### src/rtl/io_server_pkg.sv
// Shared types for io_server: byte width (pkg_ram) plus drain FSM states and CR/LF codes (pkg_io).
package pkg_ram;
  localparam int RAM_BYTE_SIZE = 8;
endpackage

package pkg_io;
  typedef enum logic [1:0] {
    IO_IDLE    = 2'd0,
    IO_SEND    = 2'd1,
    IO_SEND_CR = 2'd2
  } io_tx_state_t;

  localparam logic [pkg_ram::RAM_BYTE_SIZE-1:0] IO_LF = 8'h0A;
  localparam logic [pkg_ram::RAM_BYTE_SIZE-1:0] IO_CR = 8'h0D;

  // True when the byte is a line feed that may need a CR in front of it.
  function automatic logic is_lf(input logic [pkg_ram::RAM_BYTE_SIZE-1:0] b);
    return (b == IO_LF);
  endfunction
endpackage

### src/rtl/io_server_if.sv
// if_io: CPU-side byte I/O link; the CPU is the client, io_server is the server.
interface if_io;
  logic                              getc_pop;
  logic                              putc_push;
  logic [pkg_ram::RAM_BYTE_SIZE-1:0] putc_char;
  logic                              inbuf_full;
  logic                              getc_en;
  logic [pkg_ram::RAM_BYTE_SIZE-1:0] getc_char;
  logic                              putc_push_done;

  modport server (
    input  getc_pop, putc_push, putc_char,
    output inbuf_full, getc_en, getc_char, putc_push_done
  );

  modport client (
    output getc_pop, putc_push, putc_char,
    input  inbuf_full, getc_en, getc_char, putc_push_done
  );
endinterface

### src/rtl/io_server_fifo.sv
// io_fifo: synchronous FIFO with pointer-compare full/empty and a combinational head (0 when empty).
// The caller gates push/pop; a push while full is legal only together with a pop.
module io_fifo #(
  parameter int DEPTH = 16,
  parameter int WIDTH = 8
) (
  input  logic                     clk,
  input  logic                     rst_n,
  input  logic                     push,
  input  logic                     pop,
  input  logic [WIDTH-1:0]         din,
  output logic [WIDTH-1:0]         dout,
  output logic [WIDTH-1:0]         second,
  output logic [$clog2(DEPTH):0]   count,
  output logic                     empty,
  output logic                     full
);
  localparam int AW = $clog2(DEPTH);

  logic [WIDTH-1:0] mem_r [DEPTH];
  logic [AW:0]      wr_ptr_r;
  logic [AW:0]      rd_ptr_r;
  logic [AW-1:0]    rd_idx_s;
  logic [AW-1:0]    rd_nx_idx_s;

  assign rd_idx_s    = rd_ptr_r[AW-1:0];
  assign rd_nx_idx_s = rd_ptr_r[AW-1:0] + AW'(1);
  assign empty       = (wr_ptr_r == rd_ptr_r);
  assign full        = (wr_ptr_r[AW] != rd_ptr_r[AW]) && (wr_ptr_r[AW-1:0] == rd_ptr_r[AW-1:0]);
  assign count       = wr_ptr_r - rd_ptr_r;
  assign dout        = empty ? {WIDTH{1'b0}} : mem_r[rd_idx_s];
  assign second      = mem_r[rd_nx_idx_s];

  // Pointers carry one extra wrap bit so full and empty are distinguishable.
  always_ff @(posedge clk or negedge rst_n) begin
    if (!rst_n) begin
      wr_ptr_r <= {(AW+1){1'b0}};
      rd_ptr_r <= {(AW+1){1'b0}};
    end else begin
      if (push) wr_ptr_r <= wr_ptr_r + (AW+1)'(1);
      if (pop)  rd_ptr_r <= rd_ptr_r + (AW+1)'(1);
    end
  end

  // Storage array write port.
  always_ff @(posedge clk) begin
    if (push) mem_r[wr_ptr_r[AW-1:0]] <= din;
  end
endmodule

### src/rtl/io_server.sv
// io_server: buffers UART rx bytes for getc and drains putc bytes to the UART tx.
// Optional macro IO_CRLF_EN: every LF is sent to the transmitter as CR followed by LF.
module io_server
  import pkg_io::*;
#(
  parameter int IN_DEPTH  = 16,
  parameter int OUT_DEPTH = 16
) (
  input  logic                              clk,
  input  logic                              rst_n,
  if_io.server                              io,
  input  logic                              rx_valid,
  input  logic [pkg_ram::RAM_BYTE_SIZE-1:0] rx_byte,
  output logic                              rx_overrun,
  output logic                              tx_valid,
  output logic [pkg_ram::RAM_BYTE_SIZE-1:0] tx_byte,
  input  logic                              tx_ready
);
  localparam int BW     = pkg_ram::RAM_BYTE_SIZE;
  localparam int IN_AW  = $clog2(IN_DEPTH);
  localparam int OUT_AW = $clog2(OUT_DEPTH);
`ifdef IO_CRLF_EN
  localparam bit CRLF = 1'b1;
`else
  localparam bit CRLF = 1'b0;
`endif

  logic              in_push_s, in_pop_s, in_empty_s, in_full_s;
  logic [BW-1:0]     in_head_s, in_second_s;
  logic [IN_AW:0]    in_count_s;
  logic              out_push_s, out_pop_s, out_empty_s, out_full_s;
  logic [BW-1:0]     out_head_s, out_second_s, next_head_s;
  logic [OUT_AW:0]   out_count_s;
  logic              more_s;
  logic              overrun_r, push_done_r, push_held_r;
  logic              tx_valid_s;
  logic [BW-1:0]     tx_byte_s;
  io_tx_state_t      state_r, state_nx_s;

  // First state used to send a byte: LFs get a CR in front when CRLF is enabled.
  function automatic io_tx_state_t send_state(input logic [BW-1:0] b);
    return (CRLF && is_lf(b)) ? IO_SEND_CR : IO_SEND;
  endfunction

  // A pop frees a slot in the same cycle, so rx into a full FIFO is kept when paired with a pop.
  assign in_pop_s  = io.getc_pop && !in_empty_s;
  assign in_push_s = rx_valid && (!in_full_s || in_pop_s);

  io_fifo #(.DEPTH(IN_DEPTH), .WIDTH(BW)) u_in_fifo (
    .clk    (clk),
    .rst_n  (rst_n),
    .push   (in_push_s),
    .pop    (in_pop_s),
    .din    (rx_byte),
    .dout   (in_head_s),
    .second (in_second_s),
    .count  (in_count_s),
    .empty  (in_empty_s),
    .full   (in_full_s)
  );

  assign io.getc_en        = !in_empty_s;
  assign io.getc_char      = in_head_s;
  assign io.inbuf_full     = (in_count_s == (IN_AW+1)'(IN_DEPTH));
  assign io.putc_push_done = push_done_r;
  assign rx_overrun        = overrun_r;

  // A held push is written once; the client must drop push before the next request is taken.
  assign out_push_s = io.putc_push && !out_full_s && !push_done_r && !push_held_r;

  io_fifo #(.DEPTH(OUT_DEPTH), .WIDTH(BW)) u_out_fifo (
    .clk    (clk),
    .rst_n  (rst_n),
    .push   (out_push_s),
    .pop    (out_pop_s),
    .din    (io.putc_char),
    .dout   (out_head_s),
    .second (out_second_s),
    .count  (out_count_s),
    .empty  (out_empty_s),
    .full   (out_full_s)
  );

  // Byte that becomes the head after the current one is popped (may be the one being written now).
  assign more_s      = (out_count_s > (OUT_AW+1)'(1)) || out_push_s;
  assign next_head_s = (out_count_s > (OUT_AW+1)'(1)) ? out_second_s : io.putc_char;

  // Overrun flag, putc handshake and drain state register.
  always_ff @(posedge clk or negedge rst_n) begin
    if (!rst_n) begin
      overrun_r   <= 1'b0;
      push_done_r <= 1'b0;
      push_held_r <= 1'b0;
      state_r     <= IO_IDLE;
    end else begin
      if (rx_valid && !in_push_s) overrun_r <= 1'b1;
      push_done_r <= out_push_s;
      if (out_push_s)         push_held_r <= 1'b1;
      else if (!io.putc_push) push_held_r <= 1'b0;
      state_r <= state_nx_s;
    end
  end

  // Drain FSM next-state and transmitter offer.
  always_comb begin
    state_nx_s = state_r;
    out_pop_s  = 1'b0;
    tx_valid_s = 1'b0;
    tx_byte_s  = {BW{1'b0}};
    case (state_r)
      IO_IDLE: begin
        if (!out_empty_s) state_nx_s = send_state(out_head_s);
        else              state_nx_s = IO_IDLE;
      end
      IO_SEND: begin
        tx_valid_s = 1'b1;
        tx_byte_s  = out_head_s;
        if (tx_ready) begin
          out_pop_s = 1'b1;
          if (more_s) state_nx_s = send_state(next_head_s);
          else        state_nx_s = IO_IDLE;
        end else begin
          state_nx_s = IO_SEND;
        end
      end
`ifdef IO_CRLF_EN
      IO_SEND_CR: begin
        tx_valid_s = 1'b1;
        tx_byte_s  = IO_CR;
        if (tx_ready) state_nx_s = IO_SEND;
        else          state_nx_s = IO_SEND_CR;
      end
`endif
      default: state_nx_s = IO_IDLE;
    endcase
  end

  assign tx_valid = tx_valid_s;
  assign tx_byte  = tx_byte_s;
endmodule

### src/flat_wrapper.sv
// flat-port wrapper written by rule: the top's interface ports become plain ports
module io_server_flat import pkg_io::*;
#(
  parameter int IN_DEPTH  = 16,
  parameter int OUT_DEPTH = 16
)
  (clk, rst_n, rx_valid, rx_byte, rx_overrun, tx_valid, tx_byte, tx_ready, io_getc_pop, io_putc_push, io_putc_char, io_inbuf_full, io_getc_en, io_getc_char, io_putc_push_done);
  if_io io_i ();
  input  logic clk;
  input  logic rst_n;
  input  logic rx_valid;
  input  logic [pkg_ram::RAM_BYTE_SIZE-1:0] rx_byte;
  output logic rx_overrun;
  output logic tx_valid;
  output logic [pkg_ram::RAM_BYTE_SIZE-1:0] tx_byte;
  input  logic tx_ready;
  input wire logic [$bits(io_i.getc_pop)-1:0] io_getc_pop;
  input wire logic [$bits(io_i.putc_push)-1:0] io_putc_push;
  input wire logic [$bits(io_i.putc_char)-1:0] io_putc_char;
  output wire logic [$bits(io_i.inbuf_full)-1:0] io_inbuf_full;
  output wire logic [$bits(io_i.getc_en)-1:0] io_getc_en;
  output wire logic [$bits(io_i.getc_char)-1:0] io_getc_char;
  output wire logic [$bits(io_i.putc_push_done)-1:0] io_putc_push_done;
  assign io_i.getc_pop = io_getc_pop;
  assign io_i.putc_push = io_putc_push;
  assign io_i.putc_char = io_putc_char;
  assign io_inbuf_full = io_i.inbuf_full;
  assign io_getc_en = io_i.getc_en;
  assign io_getc_char = io_i.getc_char;
  assign io_putc_push_done = io_i.putc_push_done;
  io_server #(.IN_DEPTH(IN_DEPTH), .OUT_DEPTH(OUT_DEPTH)) u_core (.clk(clk), .rst_n(rst_n), .io(io_i), .rx_valid(rx_valid), .rx_byte(rx_byte), .rx_overrun(rx_overrun), .tx_valid(tx_valid), .tx_byte(tx_byte), .tx_ready(tx_ready));
endmodule
### config.mk
export PLATFORM = sky130hd
export DESIGN_NAME = io_server_flat
export DESIGN_NICKNAME = d
export VERILOG_FILES = /design/src/rtl/io_server_pkg.sv /design/src/rtl/io_server_if.sv /design/src/rtl/io_server_fifo.sv /design/src/rtl/io_server.sv /design/src/flat_wrapper.sv
export SDC_FILE = /design/constraint.sdc
export NUM_CORES = 1
export LEC_CHECK = 0
export ABC_AREA = 0
export BUFFER_PORTS_ARGS = -buffer_cell sky130_fd_sc_hd__buf_4
export CORE_ASPECT_RATIO = 0.75
export CORE_UTILIZATION = 40
export DETAILED_ROUTE_END_ITERATION = 16
export GPL_ROUTABILITY_DRIVEN = 0
export SYNTH_ARGS = -nofsm -noshare
export SYNTH_HDL_FRONTEND = slang
export SYNTH_SLANG_ARGS = --single-unit
### constraint.sdc
create_clock -name clk -period 2.7 [get_ports clk]
set_input_delay 0.54 -clock clk [delete_from_list [all_inputs] [get_ports clk]]
set_output_delay 0.54 -clock clk [all_outputs]
set_load 0.005 [all_outputs]
==> results of run 1 <==
[Yosys cell counts (all sizes together) (7+ instances only)]
master  instances
buf            15
edfxtp        256
inv            12
and2           15
nand2          14
mux2i          32
mux4           64
o22ai          16
nand4           7
nor2           17
xnor2          18
ha             18
dfrtp          24
[kinds of logic after synthesis]
group / count (synthesis) / synth area share
multiplexers: 97 / 0.157
buffers and inverters: 33 / 0.0138
adder cells (fa/ha/maj): 19 / 0.0217
AND/OR/NAND/NOR: 81 / 0.0376
XOR/XNOR: 21 / 0.0169
flip-flops: 280 / 0.733
AO/OA/AOI/OAI: 35 / 0.0200
[cell type report]
class	instances	area [µm²]	share of cell area
sequential	280	8290	0.595
multi-input combinational	253	3370	0.242
timing repair buffer	99	920	0.0659
clock buffer	31	691	0.0495
tap	378	473	0.0339
clock inverter	15	154	0.0110
inverter	12	45.0	0.00323
[critical path: stages, from the launching register on]
cell and delay (ns):
dfrtp_1 0.39, inv_2 0.09, ha_4 0.20, nor2b_4 0.12, o21a_1 0.17, or4_4 0.50
a21oi_4 0.18, buf_6 0.11
[routing by layer]
layer / routed length [µm] / vias to the layer above / global-route usage
li1: - / 2515 / -
met1: 12200 / 3082 / 0.276
met2: 10600 / 146 / 0.241
met3: 1470 / 26 / 0.0372
met4: 318 / 0 / 0.0336
met5: 0 / - / 0
[state kept, by name (all words and copies together), names as in the netlist]
signal,cells
u_core.u_in_fifo.mem_r,128
u_core.u_out_fifo.mem_r,128
u_core.u_in_fifo.rd_ptr_r,5
u_core.u_in_fifo.wr_ptr_r,5
u_core.u_out_fifo.rd_ptr_r,5
u_core.u_out_fifo.wr_ptr_r,5
u_core.io.putc_push_done,1
u_core.push_held_r,1
u_core.rx_overrun,1
u_core.state_r,1
[metrics by stage]
| step | hold slack [ns] | instance area [µm²] | cells | TNS, ns |
|---|---|---|---|---|
| 2_1_floorplan | 0.244 | 11300 | 566 | -0.691 |
| 3_5_place_dp | 0.482 | 12300 | 999 | 0 |
| 5_1_grt | 0.225 | 13900 | 1068 | -1.85 |
| 3_3_place_gp | 0.470 | 12300 | 999 | 0 |
| 6_report | 0.237 | 13900 | 1068 | -0.627 |
| 4_1_cts | 0.220 | 13500 | 1057 | -1.73 |
[worst paths after layout]
kind	slack [ns]	endpoint	cells after the start	startpoint
worst max-delay path	-0.11	io_inbuf_full	7	u_core.u_in_fifo.rd_ptr_r[1]
min in group asynchronous	0.48	u_core.io.putc_push_done	2	rst_n
worst max register to register	0.23	u_core.u_out_fifo.mem_r[15][6]	7	u_core.u_out_fifo.rd_ptr_r[3]
max in group asynchronous	1.91	u_core.u_in_fifo.wr_ptr_r[1]	2	rst_n
worst min-delay path	0.24	u_core.push_held_r	2	io_putc_push
worst min register to register	0.49	u_core.u_out_fifo.rd_ptr_r[4]	1	u_core.u_out_fifo.rd_ptr_r[4]
[repair_timing]
item,4_1_cts,5_1_grt
gates resized for setup,58,52
pin swaps,0,11
setup endpoints to repair,17,17
endpoints found under the hold margin,24,0
hold buffers,1,0
buffers inserted,10,8
cloned,1,4
[report_power, final]
group,total [mW],switching [mW],internal (mW)
Clock,3.66,1.55,2.11
Sequential,5.48,0.267,5.21
Combinational,6.56,3.17,3.39
Total,15.7,4.99,10.7
==> impl_results.md, run 1 <==
- Critical path class: register to primary output
- Clk sinks: 280
- Maximum root-to-sink buffer count: 3
- Slew HR: 0.608
- # diodes: 0
- RSZ-0062 raised after global routing: true
- I/O pin cnt: 43
- Crit. End Element: primary output
- Clock Tree Root: clkbuf_16
- Leak: 4.70 nW
- Area Overhead vs Synth: 23.4%
- GRT Overall Usage: 0.172
- Global-route wire length before repair: 37000 µm
- Setup ws final: -0.112 ns
- Grt total ovfl: 0
- ANT nets after route: 0
- Synthesis Warnings: 0
- Commonest cells after routing, fill and taps aside: 256 x edfxtp_1, 80 x buf_4, 64 x mux4_2, 30 x clkbuf_16, 19 x dfrtp_1
- Pin count of the biggest net entering global routing: 35
- Core area: 27400 µm²
- I/O Buffers: 42
- Post-synth top area share: 0.680
- Async SR Flop Fraction: 0.0857
- Peak supply drop: 553 µV
- Post-DR wirelength/cell: 23.0 µm
- Register area share after synthesis: 0.733
- TritonCTS buffer count: 27
- Post-Route Utilization: 0.509
- Initial antenna violation count: 0
- Chip height: 148 µm
- Final Max Tran Viols: 0
- CTS tree: built
- Top_reg_cell synth: edfxtp_1
- Synth area leaders: edfxtp_1 68%, mux4_2 13%, dfrtp_1 5.3%
- Failing checks: setup timing
- CP required: 2.16 ns
- Post-detail-place hpwl: 15700 µm
- Die X: 196 µm
- Fin. Hold Viols: 0
- H-tree levels: 1
- Hold crit path type: input pin to register
- Fmax: 356 MHz
- Max Fanout on Critical Path: 2
- DRC: 0
- Clk slew on worst S/H paths: 0.07 ns
- Starting DRT DRC Count: 540
- Fin nets: 714
- Startpoint types: register
- Worst-Skew Late Latency: 0.53 ns
- Pre-CTS WS: 0.122 ns
- Period minus WS final: 2.81 ns
- Die area: 28900 µm²
- Vias: 5769
- Routed WL: 24600 µm
- Fillers: 2144
- Max Cap Viol: 0
- # setup viols final: 16
- Status: finished with violations
- Cell variety after synth: 41
- Starting density of the core: 0.413
- Number of global-route vias before repair: 5951
- P per Cell Area: 1130 nW/µm²
- Most area-hungry cell type in the Yosys netlist: edfxtp_1
- Post-synthesis cell area: 11300 µm²
- Most common cell after layout, fill and taps aside: edfxtp_1
- Fin crit share: 1.04
- Vias per cell: 5.40
- Avg Inst Size Synth: 20.0 µm²
- Pwr Total: 15.7 mW
- Cell count after synthesis: 566
- Net Count, Synth: 607
- Slew @ Worst Pin: 0.583 ns
- Post-synth EDFFs: 256
- Core Rows: 52
- Share of cells above drive strength 1: 0.393
- 1st-pass router iterations: 5
- WP data arrival: 2.27 ns
- Worst Skew: 0.0100 ns
- #FFs+latches synth: 280
Note: power is estimated with default switching activity, not from simulation.
==> inputs of run 2 (changes only) <==
Settings changed: ABC_AREA 0 to 1, SLEW_MARGIN set to 20.
==> impl_results.md, run 2 <==
- Status: finished with violations
- Failing checks: DRC
- Synth cell count leaders: 479 x nand2_1, 256 x edfxtp_1, 203 x inv_1
- Worst Skew: 0.0130 ns (+0.00299 ns)
- Starting density of the core: 0.406 (-0.00681)
- Crit. End Element: primary output
- Slew HR: 0.706 (+0.0979)
- Most common cell after layout, fill and taps aside: nand2_1
- Post-Route Utilization: 0.486 (-0.0227)
- Avg Inst Size Synth: 9.89 µm² (-50%)
- Maximum root-to-sink buffer count: 3 (unchanged)
- Slew @ Worst Pin: 0.441 ns (-0.142 ns)
- Clk slew on worst S/H paths: 0.06 ns (about the same)
- Starting DRT DRC Count: 822 (+52%)
- # diodes: 0 (unchanged)
- Pwr Total: 16.8 mW (+6.8%)
- Global-route wire length before repair: 47500 µm (+28%)
- Max Fanout on Critical Path: 10 (+8)
- Fmax: 375 MHz (+5.5%)
- Clk sinks: 280 (unchanged)
- Fin crit share: 0.987 (-0.0545)
- Count leader, synth: nand2_1
- Grt total ovfl: 0 (unchanged)
- Top_reg_cell synth: edfxtp_1
- Post-DR wirelength/cell: 17.6 µm (-24%)
- Worst flop-to-flop path endpoint: u_core.u_out_fifo.mem_r[13][6]
- Setup_tns: 0 ns (+0.627 ns)
- Number of global-route vias before repair: 8140 (+37%)
- Hold crit path type: input pin to register
- Fin nets: 1412 (+98%)
- TritonCTS buffer count: 29 (+7.4%)
- ANT nets after route: 0 (unchanged)
- H-tree levels: 1 (unchanged)
- Period minus WS final: 2.67 ns (-0.147 ns)
- Final non-filler cell total: 1800 (+69%)
- DRC: 1 (+1)
- Core area: 31200 µm² (+14%)
- P per Cell Area: 1110 nW/µm² (-1.8%)
- Die X: 207 µm (+5.7%)
- GRT Overall Usage: 0.193 (+0.0213)
- CP required: 2.16 ns (about the same)
- Async SR Flop Fraction: 0.0857 (unchanged)
- Vias: 8882 (+54%)
- Max Cap Viol: 0 (unchanged)
- Footprint of the multi-input gates: 3560 µm² (+5.7%)
- Initial antenna violation count: 0 (unchanged)
- WP data arrival: 2.13 ns (-0.14 ns)
- Die area: 32400 µm² (+12%)
- RSZ-0062 raised after global routing: true
- Routed WL: 31600 µm (+29%)
- Crit path from: u_core.u_out_fifo.rd_ptr_r[0]
- Inst Count DP: 1732 (+73%)
- Pin count of the biggest net entering global routing: 51 (+46%)
- Core Rows: 56 (+7.7%)
- Leak: 6.68 nW (+42%)
- Fin. Hold Viols: 0 (unchanged)
- Final instance area: 15200 µm² (+8.7%)
- I/O Buffers: 42 (unchanged)
- Area Overhead vs Synth: 19.8%
- Cell variety after synth: 27 (-34%)
- Share of cells above drive strength 1: 0.163 (-0.230)
- Crit Reg-Reg Startpoint: u_core.u_out_fifo.rd_ptr_r[0]
- I/O pin cnt: 43 (unchanged)
- Fillers: 2799 (+31%)
- CP endpoint: tx_byte[1]
- Clock Tree Root: clkbuf_16
- Critical path class: register to primary output
- Vias per cell: 4.93 (-8.6%)
- Commonest cells after routing, fill and taps aside: 466 x nand2_1, 256 x edfxtp_1, 197 x inv_1, 129 x nand3_1, 84 x buf_4
- Most area-hungry cell type in the Yosys netlist: edfxtp_1
- Cell count after synthesis: 1280 (+130%)
- Net Count, Synth: 1321 (+120%)
- #FFs+latches synth: 280 (unchanged)
- Worst hold slack: 0.276 ns (+0.0393 ns)
- Area after DPL: 13600 µm² (+11%)
- Startpoint types: register
- Post-synthesis cell area: 12700 µm² (+12%)
- CTS tree: built
- Post-detail-place hpwl: 19800 µm (+26%)
- Reg2reg setup slack: 0.44 ns (+0.21 ns)
- Post-synth EDFFs: 256 (unchanged)
- Setup ws final: 0.0347 ns (+0.147 ns)
- Pre-CTS WS: 0.404 ns (+0.282 ns)
- Worst-Skew Late Latency: 0.55 ns (+0.02 ns)
- Synth area leaders: edfxtp_1 61%, nand2_1 14%, inv_1 6.0%
- Chip height: 156 µm (+5.7%)
- Post-synth top area share: 0.607 (-0.0726)
- # setup viols final: 0 (-16)
- Number of cells on the worst reg-to-reg path: 10 (+3)
- Register area share after synthesis: 0.655 (-0.0783)
- Final Max Tran Viols: 0 (unchanged)
- Synthesis Warnings: 0 (unchanged)
- 1st-pass router iterations: 11 (+6)
- Peak supply drop: 555 µV (+0.40%)
- Register Area: 8290 µm² (about the same)
run 2: cell types whose count changed in the layout (fill, tap and decap cells not counted), sizes merged, moves of 14 or more:
cell,previous run,this run
nand2,14,482
inv,13,212
nand3,6,144
mux4,64,0
mux2i,32,0
nor2,17,47
a21oi,3,22
xnor2,18,1
o22ai,16,0
clkbuf,34,49
and2,15,1
xor2,3,17
run 2: per-layer routing:
layer | track usage | share of wire | up-vias
li1 | - | - | 4260
met1 | 0.300 | 0.48 | 4288
met2 | 0.274 | 0.42 | 294
met3 | 0.0390 | 0.081 | 40
met4 | 0.0437 | 0.019 | 0
met5 | 0 | 0 | -
run 2: cell families (layout without fill, tap and decap cells):
group,Yosys count,in the layout,synth area share
adder cells (fa/ha/maj),19,19,0.0194
XOR/XNOR,18,18,0.0125
AO/OA/AOI/OAI,26,26,0.0105
AND/OR/NAND/NOR,679,679,0.218
flip-flops,280,280,0.655
buffers and inverters,258,372,0.0845
run 2: cell type report:
class	instances	area share
flip-flops and latches	280	0.547
multi-input cells	742	0.235
repair buffers	105	0.0662
clock buffers	46	0.0580
inverters	213	0.0546
well taps	406	0.0335
clock inverters	8	0.00611
run 2: timing repair:
action                                  CTS  global route
endpoints found under the setup margin   17            17
cloned                                    1             4
resized for setup                        22            70
pin swaps                                 0            12
endpoints found under the hold margin    24             0
hold buffers                              1             0
buffers inserted                          2             6
run 2: worst min-delay path by stage:
stage,start,end,slack (ns),cells after the start
after floorplan,rst_n,u_core.io.putc_push_done,0.24,0
after global placement,u_core.u_out_fifo.rd_ptr_r[4],u_core.u_out_fifo.rd_ptr_r[4],0.48,1
after detailed placement,u_core.u_in_fifo.wr_ptr_r[4],u_core.u_in_fifo.wr_ptr_r[4],0.48,1
after CTS,io_putc_push,u_core.push_held_r,0.26,3
after global routing,rx_valid,u_core.rx_overrun,0.29,3
final,io_putc_push,u_core.push_held_r,0.28,3
run 2: where the power goes:
part / total (mW) / internal (mW) / leakage, nW / switching [mW]
Combinational: 7.15 / 2.75 / 3.61 / 4.40
Clock: 4.05 / 2.41 / 0.482 / 1.63
Sequential: 5.56 / 5.23 / 2.59 / 0.329
run 2: worst max-delay path, cell delays in order, from the launching register on:
cell and delay, ns:
dfrtp_2 0.54, clkinv_8 0.14, buf_4 0.20, nand2_1 0.06, nand3_1 0.06, nand3_1 0.16, nand3_1 0.13, a21oi_2 0.15
buf_4 0.12
